## src/rtl/alu_share_arbiter.sv

```systemverilog
// alu_share_arbiter: round-robin sharing of one multi-cycle ALU between two
// requesters. Holds alu_start through the operation and returns the result
// to the winner, saturated on signed overflow.
// Optional: define ALU_ARB_TIMEOUT_EN to abort operations after TIMEOUT RUN
// cycles (result flagged with res_err).
module alu_share_arbiter #(
    parameter int DATA_W  = 16,
    parameter int OP_W    = 4,
    parameter int TIMEOUT = 64
) (
    input  logic              clk,
    input  logic              rst_n,
    input  logic              req0,
    input  logic              req1,
    input  logic [DATA_W-1:0] a0,
    input  logic [DATA_W-1:0] b0,
    input  logic [DATA_W-1:0] a1,
    input  logic [DATA_W-1:0] b1,
    input  logic [OP_W-1:0]   op0,
    input  logic [OP_W-1:0]   op1,
    output logic              gnt0,
    output logic              gnt1,
    output logic              busy,
    output logic [DATA_W-1:0] alu_a,
    output logic [DATA_W-1:0] alu_b,
    output logic [OP_W-1:0]   alu_op,
    output logic              alu_start,
    input  logic              alu_done,
    input  logic [DATA_W-1:0] alu_y,
    input  logic              alu_carry,
    input  logic              alu_signov,
    output logic              res_valid,
    output logic              res_id,
    output logic [DATA_W-1:0] res_y,
    output logic              res_carry,
    output logic              res_ovf,
    output logic              res_err
);

    typedef enum logic [1:0] {IDLE, RUN, RESP} state_t;

    localparam logic [DATA_W-1:0] SAT_NEG = {1'b1, {(DATA_W-1){1'b0}}};
    localparam logic [DATA_W-1:0] SAT_POS = {1'b0, {(DATA_W-1){1'b1}}};

    state_t state_q, state_d;
    logic   last_q;     // requester served last; also owner of the op in flight
    logic   grant, win, finish, abort;

`ifdef ALU_ARB_TIMEOUT_EN
    localparam int CNT_W = $clog2(TIMEOUT + 1);
    localparam logic [CNT_W-1:0] TO_LAST = CNT_W'(TIMEOUT - 1);
    logic [CNT_W-1:0] cnt_q;
    logic             err_q;
`endif

    // State register
    always_ff @(posedge clk or negedge rst_n) begin
        if (!rst_n) state_q <= IDLE;
        else        state_q <= state_d;
    end

    // Next state and arbitration decision
    always_comb begin
        state_d = state_q;
        grant   = 1'b0;
        win     = 1'b0;
        finish  = 1'b0;
        abort   = 1'b0;
        case (state_q)
            IDLE: if (req0 || req1) begin
                grant   = 1'b1;
                // contention goes to whoever was not served last
                win     = (req0 && req1) ? ~last_q : req1;
                state_d = RUN;
            end
            RUN: if (alu_done) begin
                finish  = 1'b1;
                state_d = RESP;
            end
`ifdef ALU_ARB_TIMEOUT_EN
            // a done arriving on the final count still wins
            else if (cnt_q == TO_LAST) begin
                abort   = 1'b1;
                state_d = RESP;
            end
`endif
            RESP:    state_d = IDLE;
            default: state_d = IDLE;
        endcase
    end

    assign busy = (state_q != IDLE);

    // Grant pulses, ALU drive and result capture
    always_ff @(posedge clk or negedge rst_n) begin
        if (!rst_n) begin
            last_q    <= 1'b1;  // so requester 0 wins first contention
            gnt0      <= 1'b0;
            gnt1      <= 1'b0;
            alu_a     <= '0;
            alu_b     <= '0;
            alu_op    <= '0;
            alu_start <= 1'b0;
            res_valid <= 1'b0;
            res_id    <= 1'b0;
            res_y     <= '0;
            res_carry <= 1'b0;
            res_ovf   <= 1'b0;
        end else begin
            gnt0      <= grant & ~win;
            gnt1      <= grant & win;
            res_valid <= finish | abort;
            if (grant) begin
                last_q    <= win;
                alu_a     <= win ? a1 : a0;
                alu_b     <= win ? b1 : b0;
                alu_op    <= win ? op1 : op0;
                alu_start <= 1'b1;
            end
            if (finish) begin
                alu_start <= 1'b0;
                res_id    <= last_q;
                res_carry <= alu_carry;
                res_ovf   <= alu_signov;
                // clamp toward the sign of operand a on signed overflow
                if (alu_signov) res_y <= alu_a[DATA_W-1] ? SAT_NEG : SAT_POS;
                else            res_y <= alu_y;
            end
            if (abort) begin
                alu_start <= 1'b0;
                res_id    <= last_q;
                res_carry <= 1'b0;
                res_ovf   <= 1'b0;
                res_y     <= '0;
            end
        end
    end

`ifdef ALU_ARB_TIMEOUT_EN
    // RUN cycle counter, restarted by each grant
    always_ff @(posedge clk or negedge rst_n) begin
        if (!rst_n)                cnt_q <= '0;
        else if (grant)            cnt_q <= '0;
        else if (state_q == RUN)   cnt_q <= cnt_q + 1'b1;
    end

    // Error flag tracks the kind of the most recent result
    always_ff @(posedge clk or negedge rst_n) begin
        if (!rst_n)      err_q <= 1'b0;
        else if (abort)  err_q <= 1'b1;
        else if (finish) err_q <= 1'b0;
    end

    assign res_err = err_q;
`else
    assign res_err = 1'b0;
`endif

endmodule

```

## config.mk

```make
export PLATFORM = sky130hd
export DESIGN_NAME = alu_share_arbiter
export DESIGN_NICKNAME = d
export VERILOG_FILES = /design/src/rtl/alu_share_arbiter.sv
export SDC_FILE = /design/constraint.sdc
export NUM_CORES = 1
export LEC_CHECK = 0
export CAP_MARGIN = 10
export CORE_AREA = 2 2 76 92
export CTS_BUF_LIST = sky130_fd_sc_hd__clkbuf_8
export CTS_CLUSTER_SIZE = 8
export DETAILED_ROUTE_END_ITERATION = 16
export DIE_AREA = 0 0 78 94
export PLACE_DENSITY = 0.95
export SYNTH_ARGS = -nofsm -noshare
export SYNTH_HDL_FRONTEND = slang
export SYNTH_SLANG_ARGS = --single-unit
export TNS_END_PERCENT = 5
```

## constraint.sdc

```tcl
create_clock -name clk -period 4.1 [get_ports clk]
set_input_delay 0.41 -clock clk [delete_from_list [all_inputs] [get_ports clk]]
set_output_delay 0.41 -clock clk [all_outputs]
set_load 0.01 [all_outputs]
```

# Word-level counts from Yosys, hierarchy flattened
# Index checks and enable logic that the tools add are counted.
# totals
ramBits,0
in_bits,95
reg_bits,62
wordCells,43
output_inout_bits,61
latch_bits,0
memories,0
rom_bits,0
# op_classes
div,0
reduce_logical,6
add_sub_neg,0
bitwise_logic,4
shifts,0
n_lt_le_gt_ge,0
n_eq_ne,3
muxes,17
mul,0
# op_table
op,n
$mux W16,4
$mux W1,9
$mux W2,2
$mux W4,1
$ne A2 B2 Y1 const B,2
$pmux W2 S2,1
$reduce_bool A2 Y1,2
$and A1 B1 Y1,2
$eq A2 B1 Y1 const B,1
$logic_not A2 Y1,1
$not A1 Y1,2
$reduce_and A2 Y1,1
$logic_and A1 B1 Y1,1
$logic_or A1 B1 Y1,1

# Logic depth before layout (Yosys ltp)
# Gate-level depths: netlist (run 1).
# depth
depth_word,6
ltp_mapped,5
depth_no_buf,3

# Worst setup path after synthesis (run 1)
# Ideal clock, no wire load.
# synth_timing
kind,register to register
from,register state_q[1]
to,register alu_b[0]
t_arrival_ns,1.255
required_time_ns,3.974
path_slack_ns,2.719
period_less_slack_ns,1.381
path_buffers,2
setup_ns,0.126
stages_incl_launch_ff,6
path_cell_list,dfrtp_1 nor2_1 o21ai_1 buf_2 buf_2 a221o_1
# synth_between
elab_chain_len,3
word_cells_on_any_way,4
classes_between,mux: 3; reduce/logical: 1
# synth_lines
item,line_no,text
"start, declared",45,"state_t state_q, state_d;"
"start signal, assigned",59,else state_q <= state_d;
$logic_not A2 Y1 (*),69,case (state_q)
$mux W1,69,
$mux W16,116,alu_b <= win ? b1 : b0;
"end signal, assigned",116,
"end, declared",25,"output logic [DATA_W-1:0] alu_b,"
# Every way passes the cells marked *; elsewhere a longest branch is shown, timed or not.
# A chain may end at the register's enable or synchronous reset.

# Worst setup path after layout (run 1)
# layout_timing
from,register state_q[1]
to,register alu_op[3]
# layout_between
elab_chain_len,3
word_cells_on_any_way,4
classes_between,mux: 3; reduce/logical: 1
# layout_lines
item,line_no,text
$logic_not A2 Y1 (*),69,
$mux W1,69,
$mux W4,117,alu_op <= win ? op1 : op0;
"end signal, assigned",117,
"end, declared",26,"output logic [OP_W-1:0] alu_op,"
# Marked as above.

==> metrics.md, run 1 <==
| Metric | Value |
|---|---|
| Floorplan core area | 6410 um2 |
| Initial Util | 40.9% |
| Syn_area_per_cell | ~12 um2 |
| Yosys top cell by area | dfrtp_1 |
| Largest net degree at the start of global routing | 63 |
| VDD IR-drop max | ~0.48 mV |
| Via density | 5.30 |
| GPL Wtd Cong | 0.746 |
| Max_cap viols | 0 |
| Maximum clock rate | 448 MHz |
| Max-slew violation count | 0 |
| Synthesized Nets | 319 |
| Met2 usage | 37.4% |
| Worst-Skew Late Latency | roughly 0.33 ns |
| Final min period | 2.23 ns |
| # nets final | 468 |
| # resized after CTS | 0 |
| Maximum fanout along the worst path | 40 |
| Count of cell types in the netlist | 24 |
| Total negative setup slack | 0 ns |
| Die W | 78 um |
| GRT Max-Usage Layer | met2 |
| Worst-margin pin slew | 0.935 ns |
| Crit path capture type | flip-flop |
| PortBufs | 154 |
| Die area | 7330 um2 |
| Iter 0 DRT Violations | 55 |
| Layout Area Growth over Synthesis | 68.2% |
| Crit path DAT | 2.49 ns |
| CTS tree | built |
| RSZ-0062 raised after global routing | no |
| M1 GR Usage | 23.6% |
| Routed length per instance | 16.7 um |
| CTS root buf | clkbuf_8 |
| Io pins | 156 |
| Final period util | 54.5% |
| First-pass GRT wire length | 12.0 mm |
| DR pass1 iterations | 6 |
| Slew HR | a little under two fifths |
| Hold Buf Count CTS | 0 |
| Setup bufs post-CTS | 0 |
| Post-Syn Instances | between 200 and 250 |
| DR vias | about 2500 |
| Setup crit start kind | flip-flop |
| Clock tree buffer depth | 2 |
| Clk pin slew, worst setup/hold paths | 0.07 ns |
| # H-tree levels | 3 |
| Register Area | ~1600 um2 |
| Final Core Density | 68.8% |
| Die height | approximately 94 um |
| Top post-synthesis cells by area | dfrtp_1 58%, a221o_1 14%, and3_1 8.8% |
| Critical path class | flip-flop to flip-flop |
| Overflow left after global routing | 0 |
| Yosys top cell area share | 58.2% |
| Worst Setup SP | state_q[1]$_DFFE_PN0P_ |
| Yosys reg bits | 62 |
| Post-detail-place hpwl | approximately 5.4 mm |
| Vias in the first global route | 2554 |
| Worst Path Required | 4.36 ns |
| Reg2Reg Launch Point | state_q[1]$_DFFE_PN0P_ |
| Post-DRT Antenna Nets | 0 |
| Gr usage total | 21.1% |
| Clock skew | 0.00597 ns |
| ANT cells | 0 |
| Multi-input logic area | 941 um2 |
| Hold Vio Cnt, Final | 0 |
| Routed WL | 7.71 mm |
| Share of cells above drive strength 1 | 7.67% |
| Leakage | about 2.0 nW |
| Hold Crit Class | input pin to asynchronous set/reset pin |
| Fillers | 498 |
| Sequential area share after synthesis | 59.2% |
| Final setup fails | 0 |
| CTS Sinks | 62 |
| Pwr dens | 707 nW/um2 |
| Met3 GRT Util | 7.31% |
| Rows | 32 |
| Initial antenna violation count | 0 |
| Synth warn | 0 |
| Cell area after synthesis | 2620 um2 |
| # DRC | 0 |
| Status | complete, no violations |
| Inserted Clock Buffers | 9 |
-- power breakdown --
part           internal, mW  switching (mW)  total [mW]
Clock                 0.339           0.233       0.572
Sequential            0.908           0.180        1.09
Combinational         0.843           0.614        1.46
-- synth_stat cells (all sizes together) --
cell and number:
a221o 36, a21oi 31, buf 12, a21o 1, clkbuf 10, dfrtp 61
mux2 3, and2 1, nand2b 2, and3b 2, conb 1, mux2i 1
nor2 17, o21ai 3, nor2b 1, inv 3, a21boi 1, and3 37
dfstp 1
-- state kept, by name, summed over array words and instances (netlist names) --
name and count:
alu_a 16, alu_b 16, alu_op 4, alu_start 1, gnt0 1, gnt1 1
last_q 1, res_carry 1, res_id 1, res_ovf 1, res_valid 1, res_y 16
state_q 2
-- layer usage --
metal  vias to the layer above  wire length [um]
met1                      1179              3050
met2                       125              3870
met5                         -                 0
met4                         0               125
met3                        11               666
li1                       1140                 -
-- critical path: stages, from the launching register on --
cell and delay, ns:
dfrtp_1 0.40, nor2_2 0.12, buf_4 0.32, and3_1 0.74, buf_4 0.37, a221o_1 0.20
-- worst paths after layout --
path	end	slack [ns]	depth (start not counted)
setup / recovery	alu_op[3]$_DFFE_PN0P_	1.87	5
hold / removal	res_y[6]$_DFFE_PN0P_	0.25	2
hold reg to reg	res_id$_DFFE_PN0P_	0.51	1
min in group clk	res_id$_DFFE_PN0P_	0.51	1
max in group asynchronous	alu_a[6]$_DFFE_PN0P_	3.35	2
setup reg to reg	alu_op[3]$_DFFE_PN0P_	1.87	5
-- cell usage in the layout (no fill, tap or decap) --
master	instances
clkdlybuf4s50_1	153
dfrtp_1	61
and3_1	37
a221o_1	36
a21oi_1	31
nor2_1	16
clkbuf_8	9
buf_4	5
inv_1	4
mux2_2	3
and3b_1	2
nand2b_1	2
o21ai_0	2
bufinv_16	2
clkinv_2	2
nor2_2	1
a21boi_2	1
and2_1	1
o21ai_2	1
nor2b_1	1
mux2i_1	1
a21o_1	1
conb_1	1
clkinvlp_4	1
clkinv_4	1
buf_2	1
dfstp_2	1
buf_6	1
-- cell families (layout without fill, tap and decap cells) --
group,after synthesis,count (layout),share of synthesized area (%)
multiplexers,4,4,1.67
AO/OA/AOI/OAI,72,72,20.9
AND/OR/NAND/NOR,60,60,12.9
buffers and inverters,25,179,5.15
flip-flops,62,62,59.2
other,1,1,0.143
-- per-stage QoR --
step | setup slack [ns] | hold slack [ns] | power, mW | area (um2) | std cells
after floorplan | 2.72 | 0.114 | 1.76 | 2620 | 224
after global placement | 1.80 | 0.491 | 2.49 | 4190 | 446
after detailed placement | 1.70 | 0.496 | 2.55 | 4190 | 446
after CTS | 1.86 | 0.254 | 3.14 | 4400 | 462
after global routing | 1.75 | 0.293 | 3.30 | 4410 | 463
final | 1.87 | 0.248 | 3.12 | 4410 | 463
-- final cells by class --
cell class / instances / area share (%)
Timing Repair Buffer: 160 / 35.9
Sequential cell: 62 / 35.2
Multi-Input combinational cell: 137 / 21.3
Clock buffer: 9 / 2.81
Tap cell: 85 / 2.41
Clock inverter: 7 / 2.04
Inverter: 3 / 0.255
Power figures use the tool's default switching activity.
==> inputs of run 2 (changes only) <==
CORE_AREA = 2 2 78 95   (was 2 2 76 92)
DIE_AREA = 0 0 80 97   (was 0 0 78 94)
PLACE_DENSITY = 0.91   (was 0.95)
clock period = 2.1 ns   (was 4.1 ns; I/O delays follow)
==> run 2 against run 1 <==
Net effect:
- global-route usage shrank 0.87 points
- worst setup slack lost 1.7 ns
- clock power up 84%
- clock-buffer cell count grew 1
- combinational power up 99%
- non-clock buffer count increased by 7
- critical path type is now flip-flop to output port
==> metrics.md, run 2 (same netlist as run 1, synthesis figures left out) <==
| Metric | Value |
|---|---|
| Status | complete, no violations |
| Maximum fanout along the worst path | 12 |
| Worst r2r dst | alu_b[12]$_DFFE_PN0P_ |
| Via density | 5.15 |
| Routed length per instance | between 15 and 20 um |
| DR vias | ~2400 |
| Initial Util | between 30 and 40% |
| Fillers | 542 |
| Die W | 80 um |
| Worst Path Required | 1.89 ns |
| R2R setup slack | 0.58 ns |
| CP peak stage delay | approximately 0.47 ns |
| # nets final | between 400 and 500 |
| RSZ-0062 raised after global routing | no |
| Post-detail-place hpwl | approximately 5.7 mm |
| Hold Buf Count CTS | 1 |
| Final non-filler cell total | 472 |
| Slowest-stage cell, CP | clkdlybuf4s50_1 |
| Final min period | 1.93 ns |
| Setup bufs post-CTS | 0 |
| Total negative setup slack | 0 ns |
| Inserted Clock Buffers | 9 |
| GPL Wtd Cong | slightly below 0.8 |
| Final setup fails | 0 |
| Rows | 33 |
| Critical path class | flip-flop to output port |
| Clock skew | 0.00581 ns |
| Worst Setup SP | state_q[1]$_DFFE_PN0P_ |
| Multi-input logic area | ~940 um2 |
| Post-DRT Antenna Nets | 0 |
| # resized after CTS | 0 |
| CTS Sinks | just over 60 |
| Largest net degree at the start of global routing | 40 |
| Max-slew violation count | 0 |
| Gr usage total | 20.3% |
| Layout Area Growth over Synthesis | 70.0% |
| Max_cap viols | 0 |
| DR pass1 iterations | 4 |
| Hold Vio Cnt, Final | 0 |
| Initial antenna violation count | 0 |
| CTS root buf | clkbuf_8 |
| # H-tree levels | 3 |
| Setup crit start kind | flip-flop |
| Cell breakdown of the critical path | nor2_2, buf_4, inv_1, clkdlybuf4s50_1 |
| Slew HR | approximately 64% |
| Clock tree buffer depth | 2 |
| Clk pin slew, worst setup/hold paths | 0.07 ns |
| Maximum clock rate | roughly 520 MHz |
| Overflow left after global routing | 0 |
| Leakage | 1.98 nW |
| Worst-Skew Late Latency | 0.33 ns |
| ANT cells | 0 |
| Pwr dens | 1360 nW/um2 |
| Share of cells above drive strength 1 | 9.35% |
| Worst Reg-to-Reg Cells | 4 |
| Crit path DAT | 1.72 ns |
| Register Area | 1550 um2 |
| Die area | 7760 um2 |
| PortBufs | 154 |
| Routed WL | around 7.6 mm |
| Placed cell area | between 4000 and 5000 um2 |
| Top flop regs | alu_a: 16 flops, alu_b: 16 flops, res_y: 16 flops |
| Worst-margin pin slew | 0.537 ns |
| Floorplan core area | 6770 um2 |
| Crit path capture type | output port |
| # DRC | 0 |
| Hold Crit Class | input pin to asynchronous set/reset pin |
| Iter 0 DRT Violations | a little under 70 |
| Vias in the first global route | 2650 |
| Io pins | between 150 and 200 |
| First-pass GRT wire length | 12.2 mm |
| VDD IR-drop max | 0.787 mV |
| Die height | 97 um |
| Hold WS | 0.421 ns |
| Finished layout cell area | 4460 um2 |
| Commonest non-fill, non-tap cell in the layout | clkdlybuf4s50_1 |
| Reg2Reg Launch Point | state_q[1]$_DFFE_PN0P_ |
| Most frequent cells in the layout | 153 x clkdlybuf4s50_1, 61 x dfrtp_1, 37 x and3_1 |
| Total power | 6.07 mW |
| CTS tree | built |
| Final period util | slightly above 90% |
| Placed cell count | 455 |
==> run 2: changes by cell type in the layout (fill, tap and decap cells not counted), sizes merged <==
cell	before	now
clkinvlp	1	3
buf	7	13
dlygate4sd3	0	1
clkbuf	9	10
clkinv	3	1
bufinv	2	1
==> run 2: per-stage QoR <==
step,setup slack (ns),util [%]
6_report,0.174,65.8
4_1_cts,0.137,65.8
3_3_place_gp,0.410,62.6
3_5_place_dp,0.348,62.6
2_1_floorplan,0.719,-
5_1_grt,0.0460,65.8
==> run 2: layer usage <==
metal  vias to the layer above  global-route usage [%]  wire, um  part of all wire [%]
met5                         -                       0         0                     0
met4                         0                    7.95        58                  0.76
met3                         4                    6.72       660                   8.6
met2                       120                    35.7      4080                    53
met1                      1155                    21.9      2840                    37
li1                       1154                       -         -                     -
==> run 2: cell type report <==
type,count,area share [%]
repair buffers,167,36.7
inverters,3,0.253
flip-flops and latches,62,34.8
multi-input cells,137,21.1
clock inverters,6,1.57
well taps,87,2.44
clock buffers,10,3.09
==> run 2: report_power, final <==
group	switching [mW]	internal [mW]
Combinational	1.20	1.69
Clock	0.468	0.586
Sequential	0.348	1.77
==> run 2: worst max-delay path, delay by kind of cell, from the launching register on <==
kind | cells | cell delay, ns
flip-flops | 1 | 0.40
AND/OR/NAND/NOR | 1 | 0.25
buffers and inverters | 3 | 0.74
==> run 2: worst max path at each step <==
stage | endpoint | slack, ns | cells past startpoint
after global placement | alu_b[0]$_DFFE_PN0P_ | 0.41 | 5
final | busy | 0.17 | 4
after CTS | busy | 0.14 | 4
after floorplan | alu_b[0]$_DFFE_PN0P_ | 0.72 | 5
after global routing | busy | 0.05 | 4
after detailed placement | alu_a[7]$_DFFE_PN0P_ | 0.35 | 5
==> inputs of run 3 (changes only) <==
SLEW_MARGIN = 20   (was default)
==> results of run 3 <==
Same layout as run 2: the final DEF is identical, and so are final timing and power.
